**src/rtl/command_issuer.sv**
```systemverilog
// command_issuer: buffers 12-bit ALU commands in a FIFO and issues them one at
// a time to the controller. Each issue is a one-cycle syscall pulse. Pulses are
// spaced ISSUE_GAP cycles apart so the controller is back in IDLE before the
// next one arrives.
// Ports:
//   clk, rst        clock, synchronous active-high reset
//   cmd_valid/data  producer command; accepted when cmd_ready (= !full)
//   hold            blocks new issues while the FSM is idle
//   command         command presented to the controller
//   syscall         one-cycle run pulse
//   busy            FSM not idle
//   fifo_count      entries held, 0..DEPTH
//   issued_count    commands issued since reset (wraps)
module command_issuer #(
    parameter int unsigned DEPTH     = 8,
    parameter int unsigned ISSUE_GAP = 5
) (
    input  logic                     clk,
    input  logic                     rst,
    input  logic                     cmd_valid,
    input  logic [11:0]              cmd_data,
    output logic                     cmd_ready,
    input  logic                     hold,
    output logic [11:0]              command,
    output logic                     syscall,
    output logic                     busy,
    output logic [$clog2(DEPTH):0]   fifo_count,
    output logic [15:0]              issued_count
);

    localparam int unsigned AW   = $clog2(DEPTH);
    localparam int unsigned CW   = AW + 1;
    localparam int unsigned CNTW = $clog2(ISSUE_GAP) + 1;
    localparam int unsigned CMDW = 12;
    localparam int unsigned ICW  = 16;

    // Reject illegal parameterisations at elaboration.
    if (ISSUE_GAP < 5) begin : g_gap_chk
        $fatal(1, "command_issuer: ISSUE_GAP must be >= 5");
    end
    if ((DEPTH < 2) || ((DEPTH & (DEPTH - 1)) != 0)) begin : g_depth_chk
        $fatal(1, "command_issuer: DEPTH must be a power of 2 and >= 2");
    end

    typedef enum logic [1:0] {
        S_IDLE  = 2'd0,
        S_ISSUE = 2'd1,
        S_WAIT  = 2'd2
    } state_t;

    state_t              state_q, state_d;
    logic [CMDW-1:0]     mem_q [DEPTH];
    logic [AW-1:0]       wr_ptr_q, wr_ptr_d;
    logic [AW-1:0]       rd_ptr_q, rd_ptr_d;
    logic [CW-1:0]       count_q, count_d;
    logic [CNTW-1:0]     cnt_q, cnt_d;
    logic [CMDW-1:0]     command_q, command_d;
    logic                syscall_q, syscall_d;
    logic                busy_q, busy_d;
    logic [ICW-1:0]      issued_q, issued_d;
    logic                full, empty, push, pop;

    assign full  = (count_q == CW'(DEPTH));
    assign empty = (count_q == '0);
    // A push is refused while full, even on the edge that pops.
    assign push  = cmd_valid && !full;

    // Next-state, FIFO bookkeeping and output computation.
    always_comb begin
        state_d   = state_q;
        cnt_d     = cnt_q;
        command_d = command_q;
        issued_d  = issued_q;
        pop       = 1'b0;

        case (state_q)
            S_IDLE: begin
                if (!empty && !hold) begin
                    command_d = mem_q[rd_ptr_q];
                    pop       = 1'b1;
                    state_d   = S_ISSUE;
                end
            end
            S_ISSUE: begin
                // ISSUE, the pulse cycle and the WAIT countdown add up to ISSUE_GAP.
                cnt_d    = CNTW'(ISSUE_GAP - 3);
                issued_d = issued_q + ICW'(1);
                state_d  = S_WAIT;
            end
            S_WAIT: begin
                if (cnt_q == '0) begin
                    state_d = S_IDLE;
                end else begin
                    cnt_d = cnt_q - CNTW'(1);
                end
            end
            default: begin
                state_d = S_IDLE;
            end
        endcase

        syscall_d = (state_q == S_ISSUE);
        busy_d    = (state_d != S_IDLE);
        wr_ptr_d  = push ? wr_ptr_q + AW'(1) : wr_ptr_q;
        rd_ptr_d  = pop ? rd_ptr_q + AW'(1) : rd_ptr_q;
        count_d   = count_q + CW'(push) - CW'(pop);
    end

    // State and control registers.
    always_ff @(posedge clk) begin
        if (rst) begin
            state_q   <= S_IDLE;
            wr_ptr_q  <= '0;
            rd_ptr_q  <= '0;
            count_q   <= '0;
            cnt_q     <= '0;
            command_q <= '0;
            syscall_q <= 1'b0;
            busy_q    <= 1'b0;
            issued_q  <= '0;
        end else begin
            state_q   <= state_d;
            wr_ptr_q  <= wr_ptr_d;
            rd_ptr_q  <= rd_ptr_d;
            count_q   <= count_d;
            cnt_q     <= cnt_d;
            command_q <= command_d;
            syscall_q <= syscall_d;
            busy_q    <= busy_d;
            issued_q  <= issued_d;
        end
    end

    // FIFO storage; contents are don't-care until written, so no reset.
    always_ff @(posedge clk) begin
        if (!rst && push) begin
            mem_q[wr_ptr_q] <= cmd_data;
        end
    end

    assign cmd_ready    = !full;
    assign command      = command_q;
    assign syscall      = syscall_q;
    assign busy         = busy_q;
    assign fifo_count   = count_q;
    assign issued_count = issued_q;

endmodule

```
**config.mk**
```make
export PLATFORM = sky130hd
export DESIGN_NAME = command_issuer
export DESIGN_NICKNAME = d
export VERILOG_FILES = /design/src/rtl/command_issuer.sv
export SDC_FILE = /design/constraint.sdc
export NUM_CORES = 1
export LEC_CHECK = 0
export CELL_PAD_IN_SITES_DETAIL_PLACEMENT = 0
export CELL_PAD_IN_SITES_GLOBAL_PLACEMENT = 2
export CORE_ASPECT_RATIO = 1.5
export CORE_MARGIN = 2
export CORE_UTILIZATION = 41
export CTS_CLUSTER_DIAMETER = 120
export CTS_CLUSTER_SIZE = 20
export DETAILED_ROUTE_END_ITERATION = 7
export PLACE_DENSITY_LB_ADDON = 0.1
export SLEW_MARGIN = 10
export SYNTH_ARGS = -nofsm -noshare
export SYNTH_HDL_FRONTEND = slang
export SYNTH_SLANG_ARGS = --single-unit
```
**constraint.sdc**
```tcl
create_clock -name clk -period 3.7 [get_ports clk]
set_input_delay 0.555 -clock clk [delete_from_list [all_inputs] [get_ports clk]]
set_output_delay 0.555 -clock clk [all_outputs]
set_load 0.01 [all_outputs]
```
## Word level (Yosys, flattened, before mapping)

Memory sizes are Yosys's and may differ from the RTL's. A register that Yosys moved wholly into a read port is not among the register bits.
Cells that the tools add are included.

| word-level totals | value |
|---|---|
| register bits | 34 |
| bits in latches | 0 |
| RAM bits | 96 |
| ROM bits | 0 |
| input bits | 16 |
| output and inout port bits | 35 |
| logic and storage cells | 42 |
| memories | 1 |

| operators by class | value |
|---|---|
| add/sub/neg operators | 6 |
| multiply operators | 0 |
| divide/modulo/power cells | 0 |
| $lt $le $gt $ge | 0 |
| equal/unequal tests | 4 |
| shift operators | 0 |
| muxes and demuxes | 9 |
| bitwise logic cells | 0 |
| reduce and logical (&&, ||, !) cells | 14 |

Memory list:

| memory | depth | bits a word | read ports | clocked after memory_dff | write ports | RTL line | text |
|---|---|---|---|---|---|---|---|
| mem_q | 8 | 12 | 1 | 1 | 1 | 52 | `logic [CMDW-1:0] mem_q [DEPTH];` |

Operators by type and width:

| operator | count |
|---|---|
| $add 16x1->16 const B | 1 |
| $logic_not 4->1 | 2 |
| $pmux 4 s2 | 1 |
| $add 3x1->3 const B | 2 |
| $pmux 2 s3 | 1 |
| $add 4x1->4 | 1 |
| $eq 4x4->1 const B | 1 |
| $logic_not 1->1 | 4 |
| $mux 1 | 4 |
| $mux 2 | 2 |
| $mux 4 | 1 |
| $reduce_and 2->1 | 2 |
| $reduce_bool 2->1 | 2 |
| $sub 4x1->4 | 1 |
| $sub 4x1->4 const B | 1 |
| $logic_and 1x1->1 | 3 |
| $eq 2x1->1 const B | 1 |
| $eq 2x2->1 const B | 1 |
| $logic_not 2->1 | 1 |
| $ne 2x2->1 const B | 1 |

## Longest topological paths before layout

| depth | value |
|---|---|
| depth in word-level cells | 6 |
| mapped depth | 13 |
| depth with buffers taken out | 12 |

## Worst setup path after synthesis

Ideal clock, no wire load.

| path | value |
|---|---|
| kind | register -> register |
| start | register count_q[2], in the netlist fifo_count[2] |
| end | memory mem_q[0][0] (enable) |
| library setup time | 0.417 ns |
| data arrival time | 2.587 ns |
| data required time | 3.283 ns |
| path slack | 0.696 ns |
| stages on the path, launching flop included | 7 |
| path buffers | 1 |
| clock period less this slack | 3.004 ns |
| cells stage by stage | dfxtp_1 > inv_1 > ha_1 > or3b_2 > clkbuf_1 > nand2_1 > nor4b_1 |

| on the way | value |
|---|---|
| cells in the longest elaborated chain, start to end | 6 |

Ends and longest elaborated chain:

| item | RTL line | text |
|---|---|---|
| start, declared | 55 | `logic [CW-1:0] count_q, count_d;` |
| start signal, assigned | 125 | `count_q <= count_d;` |
| $eq 4x4->1 | 63 | `assign full = (count_q == CW'(DEPTH));` |
| $logic_not 1->1 | -- |  |
| via cmd_ready | 22 | `output logic cmd_ready,` |
| $logic_and 1x1->1 | 66 | `assign push = cmd_valid && !full;` |
| $logic_and 1x1->1 | 136 | `if (!rst && push) begin` |
| $mux 1 | 136 |  |
| $mux 1 (implied by the code) | 137 | `mem_q[wr_ptr_q] <= cmd_data;` |
| end, declared | 52 |  |

The timed path passes the listed nets, and every way through them passes these cells.

## Final worst setup path

| path | value |
|---|---|
| start | register count_q[2], in the netlist fifo_count[2] |
| end | register count_q[2], in the netlist fifo_count[2] |

| on the way | value |
|---|---|
| cells in the longest elaborated chain, start to end | 6 |
| elaborated cells on any way between the ends | 10 |
| those cells by class | add/sub (2); eq/ne (1); mux (2); reduce/logical (5) |

Ends and longest elaborated chain:

| item | RTL line | text |
|---|---|---|
| branches (longest 5 deep; another with $add 4x1->4) | -- |  |
| $sub 4x1->4 * | 106 | `count_d = count_q + CW'(push) - CW'(pop);` |

Mark *: on every way between the ends.
A chain may end at the register's enable or synchronous reset.

==> flow_results.org <==
** STA
- RSZ-0062 raised after global routing :: false
- For the pin with the worst max-slew slack, the measured transition is approximately 1000 ps.
- Portion of the clock cycle consumed by the worst path in the final layout :: 68.7%
- Worst hold slack after final layout :: roughly 460 ps
- Worst clock skew :: 6.24 ps
- Final total negative setup slack :: 0 ps
- Pins over their slew limit :: 0
- Headroom to the max-slew limit came out at between 30% and 40%.
- The worst path needs 2540 ps of the cycle, external delays included.
- Based on the critical path, the design can be clocked at up to between 300 and 400 MHz.
- Final Hold Violating Endpoints :: 0
- Setup Viol. Count Final :: 0

** Routing
- After detailed routing, the number of vias per cell comes to between 5 and 6.
- In the final routed layout, each cell accounts on average for approximately 18 um.
- Detailed router's first-iteration violation count :: 124
- DRC :: 0
- Summed over all layers, the routed wires come to roughly 11 mm.
- Detailed Routing Iterations Pass 1 :: 4
- Number of vias in the routed layout :: around 3300
- Residual antenna-violating net count after detailed routing :: 0

** Logic synthesis
- The synthesized netlist devotes about 4.1% of its cell area to compound gates.
- After Yosys synthesis, full adders, half adders and majority gates account for 2.59% of the synthesized area.
- After synthesis, the share of flip-flops with an asynchronous set or reset is 0%.
- Counting flops with a built-in enable in the synthesized netlist gives 96.
- Sequential fraction of the synthesis area :: 67.8%
- Most common library cells after synthesis :: 96 x sky130_fd_sc_hd__edfxtp_1, 46 x sky130_fd_sc_hd__dfxtp_1, 38 x sky130_fd_sc_hd__nor2_1, 24 x sky130_fd_sc_hd__mux4_2, 18 x sky130_fd_sc_hd__nor3_1
- Measured against the total synthesized area, the mux share comes to around a tenth.
- Synth Register Bits :: ~140
- Leading cell type by number of instances after synthesis :: sky130_fd_sc_hd__edfxtp_1
- Cell type contributing the most total cell area after synthesis :: sky130_fd_sc_hd__edfxtp_1
- Share of the synthesized area in the top cell type :: between 50% and 60%
- Most common flop cell mapped by yosys :: sky130_fd_sc_hd__edfxtp_1
- Post-Synthesis Cells :: between 300 and 400
- Ranking of synthesized cells by area :: sky130_fd_sc_hd__edfxtp_1 51%, sky130_fd_sc_hd__dfxtp_1 16%, sky130_fd_sc_hd__mux4_2 9.6%
- Total standard cell area after synthesis :: ~5600 um^2
- Number of synthesis warnings :: 0
- Xor/xnor cell area share of the yosys netlist :: 2.34%
- Counting every net in the synthesized netlist gives between 400 and 500.
- Combinational family with the most area after synthesis :: simple AND/OR/NAND/NOR gates
- Area share of and/or/nand/nor cells after synthesis :: between 10% and 20%
- Dividing the synthesized area by the synthesized cell count gives between 10 and 15 um^2.
- Number of different library cells in the post-synthesis netlist :: 43

** Setup path
- At the worst endpoint, the required time is about 4000 ps.
- The worst setup path is captured at a register.
- The largest individual stage delay along the critical path comes from the cell sky130_fd_sc_hd__or3b_2.
- Cells along the critical path :: inv_1, ha_1, or3b_2, nand2_1, inv_1, ha_1, inv_1, ha_1, fa_1, xnor2_1, nor2_1
- Maximum single-stage delay on the critical path :: 500 ps
- Critical-path maximum fanout :: 4
- The critical path is of the register to register type.
- STA puts the critical path data arrival time at between 2000 and 3000 ps.
- Launching element type of the critical path :: register

** Placed design
- Count of input and output buffers :: 50
- Global placer's final weighted congestion :: a little over 0.7
- Post-DP Area :: 6320 um^2
- Post-detail-place hpwl :: about 7 mm

** CTS
- Clock-pin slew reported for the worst setup and hold paths after clock tree synthesis :: about 60 ps
- The number of setup buffers added after CTS is 0.
- CTS placed an instance of sky130_fd_sc_hd__clkbuf_16 at the clock tree root.
- The tree built by TritonCTS fans out to 142 sinks.
- Total clock buffers created by CTS :: 17
- Clk buf depth :: 2
- TritonCTS clock tree :: built
- Resize count post-CTS :: 0
- The H-tree was split into 4 levels.
- Insertion delay to the later sink of the worst-skew pair :: 410 ps
- The number of hold buffers added after CTS was 0.

** Global route
- Overall track demand over capacity in global routing :: about 16%
- The first global-routing pass estimated 18.0 mm of wire.
- Pin count of the biggest net entering global routing :: approximately 50
- Number of global-route vias before repair :: 3321
- Antenna violations before repair :: 0
- After global routing the overflow that remains totals 0.

** Floorplanning
- Number of rows in the core area :: 52
- For this design the top-level I/O count stands at slightly above 50.
- The floorplan step set the die height to 147 um.
- From left edge to right edge, the die measures approximately 100 um.
- The floorplan step defined a die boundary enclosing roughly 15000 um^2.
- Initial Utilization :: about two fifths
- Core box area :: approximately 13000 um^2

** Final layout
- Layout overhead on the synthesized area :: 23.5%
- Of the cells placed in the final design, the portion with a size suffix greater than 1 is 17.4%.
- The repair_antennas step left the layout with diodes totalling 0.
- After the last flow step, the layout net total stands at around 470.
- Once layout is done, the placed cells without fillers occupy around 6900 um^2.

** Worst hold path
- The worst hold path belongs to the class register to register.

** Power
- Power density over cell area :: ~660 nW/um^2
- Worst voltage drop across the vdd grid :: just over 0.3 mV
- Leak pwr :: 2.31 nW

** Outcome
- The run finished with clean final reports.

** Job
- Number of violations of the max-capacitance limit :: 0
[power by group]
group	switching [mW]	leakage [nW]	internal, mW	total, mW
clock	0.662	0.289	1.07	1.74
combinational	0.454	0.775	0.485	0.939
sequential	0.0893	1.24	1.82	1.91
total	1.21	2.31	3.38	4.58
[worst max-delay path: cells and delay by family, from the launching register on]
family	cells	cell delay [ps]
xor gates and xnor gates	1	160
buffers and inverters	3	210
and+or+nand+nor	3	700
adders and majority gates	4	1000
DFF	1	320
[placed cells by master, fill, tap and decap left out, types with 2 or more instances in the layout]
master / count
sky130_fd_sc_hd__a21oi_1: 14
sky130_fd_sc_hd__buf_4: 12
sky130_fd_sc_hd__bufinv_16: 3
sky130_fd_sc_hd__clkbuf_16: 17
sky130_fd_sc_hd__clkdlybuf4s50_1: 49
sky130_fd_sc_hd__clkinvlp_4: 3
sky130_fd_sc_hd__dfxtp_1: 46
sky130_fd_sc_hd__edfxtp_1: 96
sky130_fd_sc_hd__ha_1: 10
sky130_fd_sc_hd__inv_1: 12
sky130_fd_sc_hd__inv_6: 6
sky130_fd_sc_hd__mux2i_1: 2
sky130_fd_sc_hd__mux4_2: 24
sky130_fd_sc_hd__nand2_1: 15
sky130_fd_sc_hd__nand2b_1: 2
sky130_fd_sc_hd__nand3_1: 10
sky130_fd_sc_hd__nand3b_1: 2
sky130_fd_sc_hd__nand4_1: 3
sky130_fd_sc_hd__nor2_1: 38
sky130_fd_sc_hd__nor2b_1: 4
sky130_fd_sc_hd__nor3_1: 18
sky130_fd_sc_hd__o21ai_0: 4
sky130_fd_sc_hd__o22ai_1: 12
sky130_fd_sc_hd__o31ai_1: 5
sky130_fd_sc_hd__or3b_2: 3
sky130_fd_sc_hd__or4_1: 5
sky130_fd_sc_hd__xnor2_1: 7
sky130_fd_sc_hd__xor2_1: 8
[final timing paths]
check	startpoint	end	slack, ps	cells past startpoint
worst max register to register	fifo_count[2]	fifo_count[2]	1160	11
worst min register to register	rd_ptr_q[1]	rd_ptr_q[1]	460	2
worst min-delay path	rd_ptr_q[1]	rd_ptr_q[1]	460	2
worst max-delay path	fifo_count[2]	fifo_count[2]	1160	11
[area by class of cell]
type / instances / area [um^2]
clock buffers: 18 / 429
inverters: 12 / 45.0
clock inverters: 14 / 179
multi-input cells: 205 / 1690
repair buffers: 62 / 586
fillers: 1173 / 6540
well taps: 162 / 203
flip-flops and latches: 142 / 3800
[sequential cells by signal, indices dropped and copies added, names as in the netlist]
name and flops:
busy 1, cnt_q 4, command 12, fifo_count 4, issued_count 16, mem_q 96, rd_ptr_q 3, state_q 2
syscall 1, wr_ptr_q 3
[per-layer routing]
metal / track usage [%] / routed length (um) / vias up / share of wire (%)
met5: 0 / 0 / - / 0
met4: 5.55 / 82 / 0 / 0.73
met3: 2.85 / 225 / 7 / 2.0
met2: 29.9 / 6300 / 39 / 56
met1: 19.3 / 4580 / 1666 / 41
li1: - / - / 1562 / -
[logic make-up after synthesis]
family | after synthesis
buffers and inverters | 31
AND/OR/NAND/NOR | 114
adder cells (fa/ha/maj) | 11
AO/OA/AOI/OAI | 39
flip-flops | 142
XOR/XNOR | 15
multiplexers | 26
[stage by stage]
| step | power (mW) | setup WS [ps] | utilization (%) | instances |
|---|---|---|---|---|
| global route | 4.81 | 938 | 51.5 | 615 |
| CTS | 4.66 | 1110 | 51.5 | 615 |
| finish | 4.58 | 1160 | 51.5 | 615 |
| global placement | 2.90 | 944 | 47.0 | 583 |
| floorplan | 2.57 | 696 | - | 378 |
| detailed placement | 2.91 | 917 | 47.0 | 583 |
Power figures use the tool's default switching activity.
==> patch 1 (config.mk and constraints unchanged) <==
Re-encode `state_t` (3 states) as one-hot, 3 bits wide.
--- a/src/rtl/command_issuer.sv
+++ b/src/rtl/command_issuer.sv
@@ -42,10 +42,10 @@
         $fatal(1, "command_issuer: DEPTH must be a power of 2 and >= 2");
     end
 
-    typedef enum logic [1:0] {
-        S_IDLE  = 2'd0,
-        S_ISSUE = 2'd1,
-        S_WAIT  = 2'd2
+    typedef enum logic [2:0] {
+        S_IDLE  = 3'b001,
+        S_ISSUE = 3'b010,
+        S_WAIT  = 3'b100
     } state_t;
 
     state_t              state_q, state_d;
Behaviour: same outputs for any inputs over 10 cycles, from zero or initial values and one cycle with rst high; not proved beyond that.
==> patch 1 against the original RTL <==
Synthesized cell count is 0.79% lower. Area after synthesis is 0.65% lower. Routed wire length is 2.0% higher. Sequential share of layout area is 0.74 points higher. Via count is 1.7% lower. Core utilization is 0.15 points lower. Sequential cell count is 1 higher. Total power is 3.3% lower. Cell area is 0.78% lower. Critical path depth stayed put. Setup slack worse by 0.22 ns. Clock power is 9% lower. Largest cell class unchanged.
==> patch 1: results <==
{
  "status": "finished clean",
  "power_frac_comb_pct": 19.2,
  "swShare_pct": 26.76,
  "ys_seq_area_share_pct": 68.57,
  "cpPeakStageDelay_ns": 0.59,
  "gp_congestion": 0.7228,
  "p_seq_share_pct": 45.1,
  "synth_area_leaders": "edfxtp_1, dfxtp_1, mux4_2, nor2_1, ha_1",
  "wl_um": 11410,
  "instances_no_fill": 613,
  "synthAdderAreaFrac_pct": 2.827,
  "p_leak_nw": 2.273,
  "met3_usage_pct": 3.758,
  "first_global_vias": 3352,
  "crit_arrival_ns": 3.04,
  "synth_common_cells": "edfxtp_1, dfxtp_1, nor2_1, mux4_2",
  "syn-num-nets": 403,
  "fin_skew_ns": 0.006976,
  "grt_usage_pct": 16.63,
  "yosys.cell_types.count": 39,
  "grt_max_degree": 28,
  "hp-start": "cnt_q[3]$_SDFFE_PP0P_",
  "synth-compound-area-share_pct": 3.186,
  "grt_util_met1_pct": 20.06,
  "p_seq_mw": 2.00
}
-- patch 1: worst max-delay path by stage --
stage	to	start	depth (start not counted)	slack, ns
finish	fifo_count[2]$_SDFF_PP0_	hold	11	0.93
global placement	fifo_count[2]$_SDFF_PP0_	hold	11	0.56
global route	fifo_count[3]$_SDFF_PP0_	hold	11	0.74
floorplan	mem_q[0][0]$_DFFE_PP_	fifo_count[2]$_SDFF_PP0_	6	0.69
detailed placement	fifo_count[2]$_SDFF_PP0_	hold	11	0.49
CTS	fifo_count[2]$_SDFF_PP0_	hold	11	0.89
-- patch 1: cell type report --
class | count | area [um^2] | area share, %
Inverter | 15 | 56.30 | 0.8185
Sequential cell | 143 | 3825 | 55.60
Multi-Input combinational cell | 199 | 1650 | 23.99
Clock inverter | 13 | 116.4 | 1.692
Tap cell | 162 | 202.7 | 2.947
Timing Repair Buffer | 62 | 585.6 | 8.512
Clock buffer | 19 | 442.9 | 6.439
==> patch 2 (config.mk and constraints unchanged) <==
Without the edit above. Put one more register stage on the output `issued_count`, with the module's reset. The value now appears one clock later. The other outputs are not delayed to match.
--- a/src/rtl/command_issuer.sv
+++ b/src/rtl/command_issuer.sv
@@ -143,7 +143,13 @@
     assign syscall      = syscall_q;
     assign busy         = busy_q;
     assign fifo_count   = count_q;
-    assign issued_count = issued_q;
+    always_ff @(posedge clk) begin
+        if (rst) begin
+            issued_count <= '0;
+        end else begin
+            issued_count <= issued_q;
+        end
+    end
 
 endmodule
 
Behaviour: not the same (Yosys sat finds a counterexample within 4 cycles, from zero or initial values and one cycle with rst high).
==> patch 2 against the original RTL <==
Area after synthesis increased by 6.6%. Sequential cell count up 16. Synthesized cell count up 5.0%. Setup slack got worse by 0.014 ns. Routed wire length rose by 3.6%. First-iteration DRC count rose by 46%. Cell area grew 6.1%. Global-route usage shrank 0.49 points. Total power rose by 5.8%. Critical endpoint is now cmd_ready.
==> patch 2: results <==
{
  "wl_per_cell_um": 17.35,
  "nNetsFinal": 486,
  "htreeDepth": 4,
  "grt_usage_pct": 15.91,
  "setup_tns_ns": 0,
  "via_per_inst": 4.966,
  "status": "finished clean",
  "hp-start": "issued_q[15]$_SDFFE_PP0P_",
  "met3_usage_pct": 4.324,
  "met3_length_um": 368,
  "critical-path-top-delay-family": "buffers and inverters",
  "crit_path_top_delay_cell": "clkdlybuf4s50_1",
  "layout-drive-gt1-share_pct": 17.58,
  "netlist_instances": 397,
  "drtIter0Drc": 181,
  "synth_area_leaders": "edfxtp_1, dfxtp_1, mux4_2, nor2_1, nor2b_1",
  "hold_ws_ns": 0.4763,
  "cts_setup_buffers": 0,
  "fin_skew_ns": 0.009274,
  "yosys.cell_types.count": 44,
  "ys_warn_count": 0,
  "placedCellCount": 636,
  "place_hpwl_um": 7363,
  "first_global_vias": 3356,
  "grt_pass1_wl_um": 18170,
  "critPathMaxFanout": 5,
  "grt_util_met1_pct": 18.87,
  "gp_congestion": 0.6823,
  "vdd_drop_max_mv": 0.3534,
  "pre_cts_slack_ns": 0.9173,
  "setup_ws_ns": 1.144,
  "dr_wl_met2_um": 6284,
  "ys_seq_area_share_pct": 68.90,
  "synth_common_cells": "edfxtp_1, dfxtp_1, nor2_1, mux4_2, nor2b_1",
  "worst-slew-pin-transition_ns": 0.6725,
  "p_leak_nw": 2.521,
  "met1_length_um": 4791,
  "cts_buffers": 17,
  "cp-endpoint": "cmd_ready",
  "num_vias": 3317,
  "placed_area_um2": 6730,
  "r2r_setup_slack_ns": 1.19,
  "hold_depth": 1,
  "worstHoldEndpoint": "issued_count[15]$_SDFF_PP0_",
  "grt_max_degree": 40,
  "crit_arrival_ns": 2.00,
  "use_met2_pct": 27.48,
  "syn-num-nets": 424
}
## patch 2: changes by cell type in the layout (fill, tap and decap cells not counted), moves of 5 or more
cell     delta
nand2_1     -5
a21oi_1     -7
dfxtp_1    +16
o31ai_1     -5
nor2b_1    +17
nand3_1     +5
## patch 2: layout make-up
type | instances | area, um^2
inverters | 10 | 37.54
repair buffers | 62 | 585.6
flip-flops and latches | 158 | 4124
fillers | 1263 | 7038
multi-input cells | 210 | 1738
clock inverters | 14 | 193.9
clock buffers | 18 | 429.2
well taps | 196 | 245.2
## patch 2: logic make-up (layout without fill, tap and decap cells)
logic type      after synthesis  after routing  share of synthesized area (%)
flops                       158            158                          68.90
simple gates                128            128                          11.12
mux                          29             29                          10.01
buf+inv                      29            104                          2.529
compound gates               25             25                          2.529
xor+xnor                     17             17                          2.487
fa+ha+maj                    11             11                          2.425
## patch 2: where the power goes
group / internal (mW) / switching, mW
combinational: 0.476 / 0.453
clock: 1.09 / 0.747
sequential: 1.99 / 0.0894
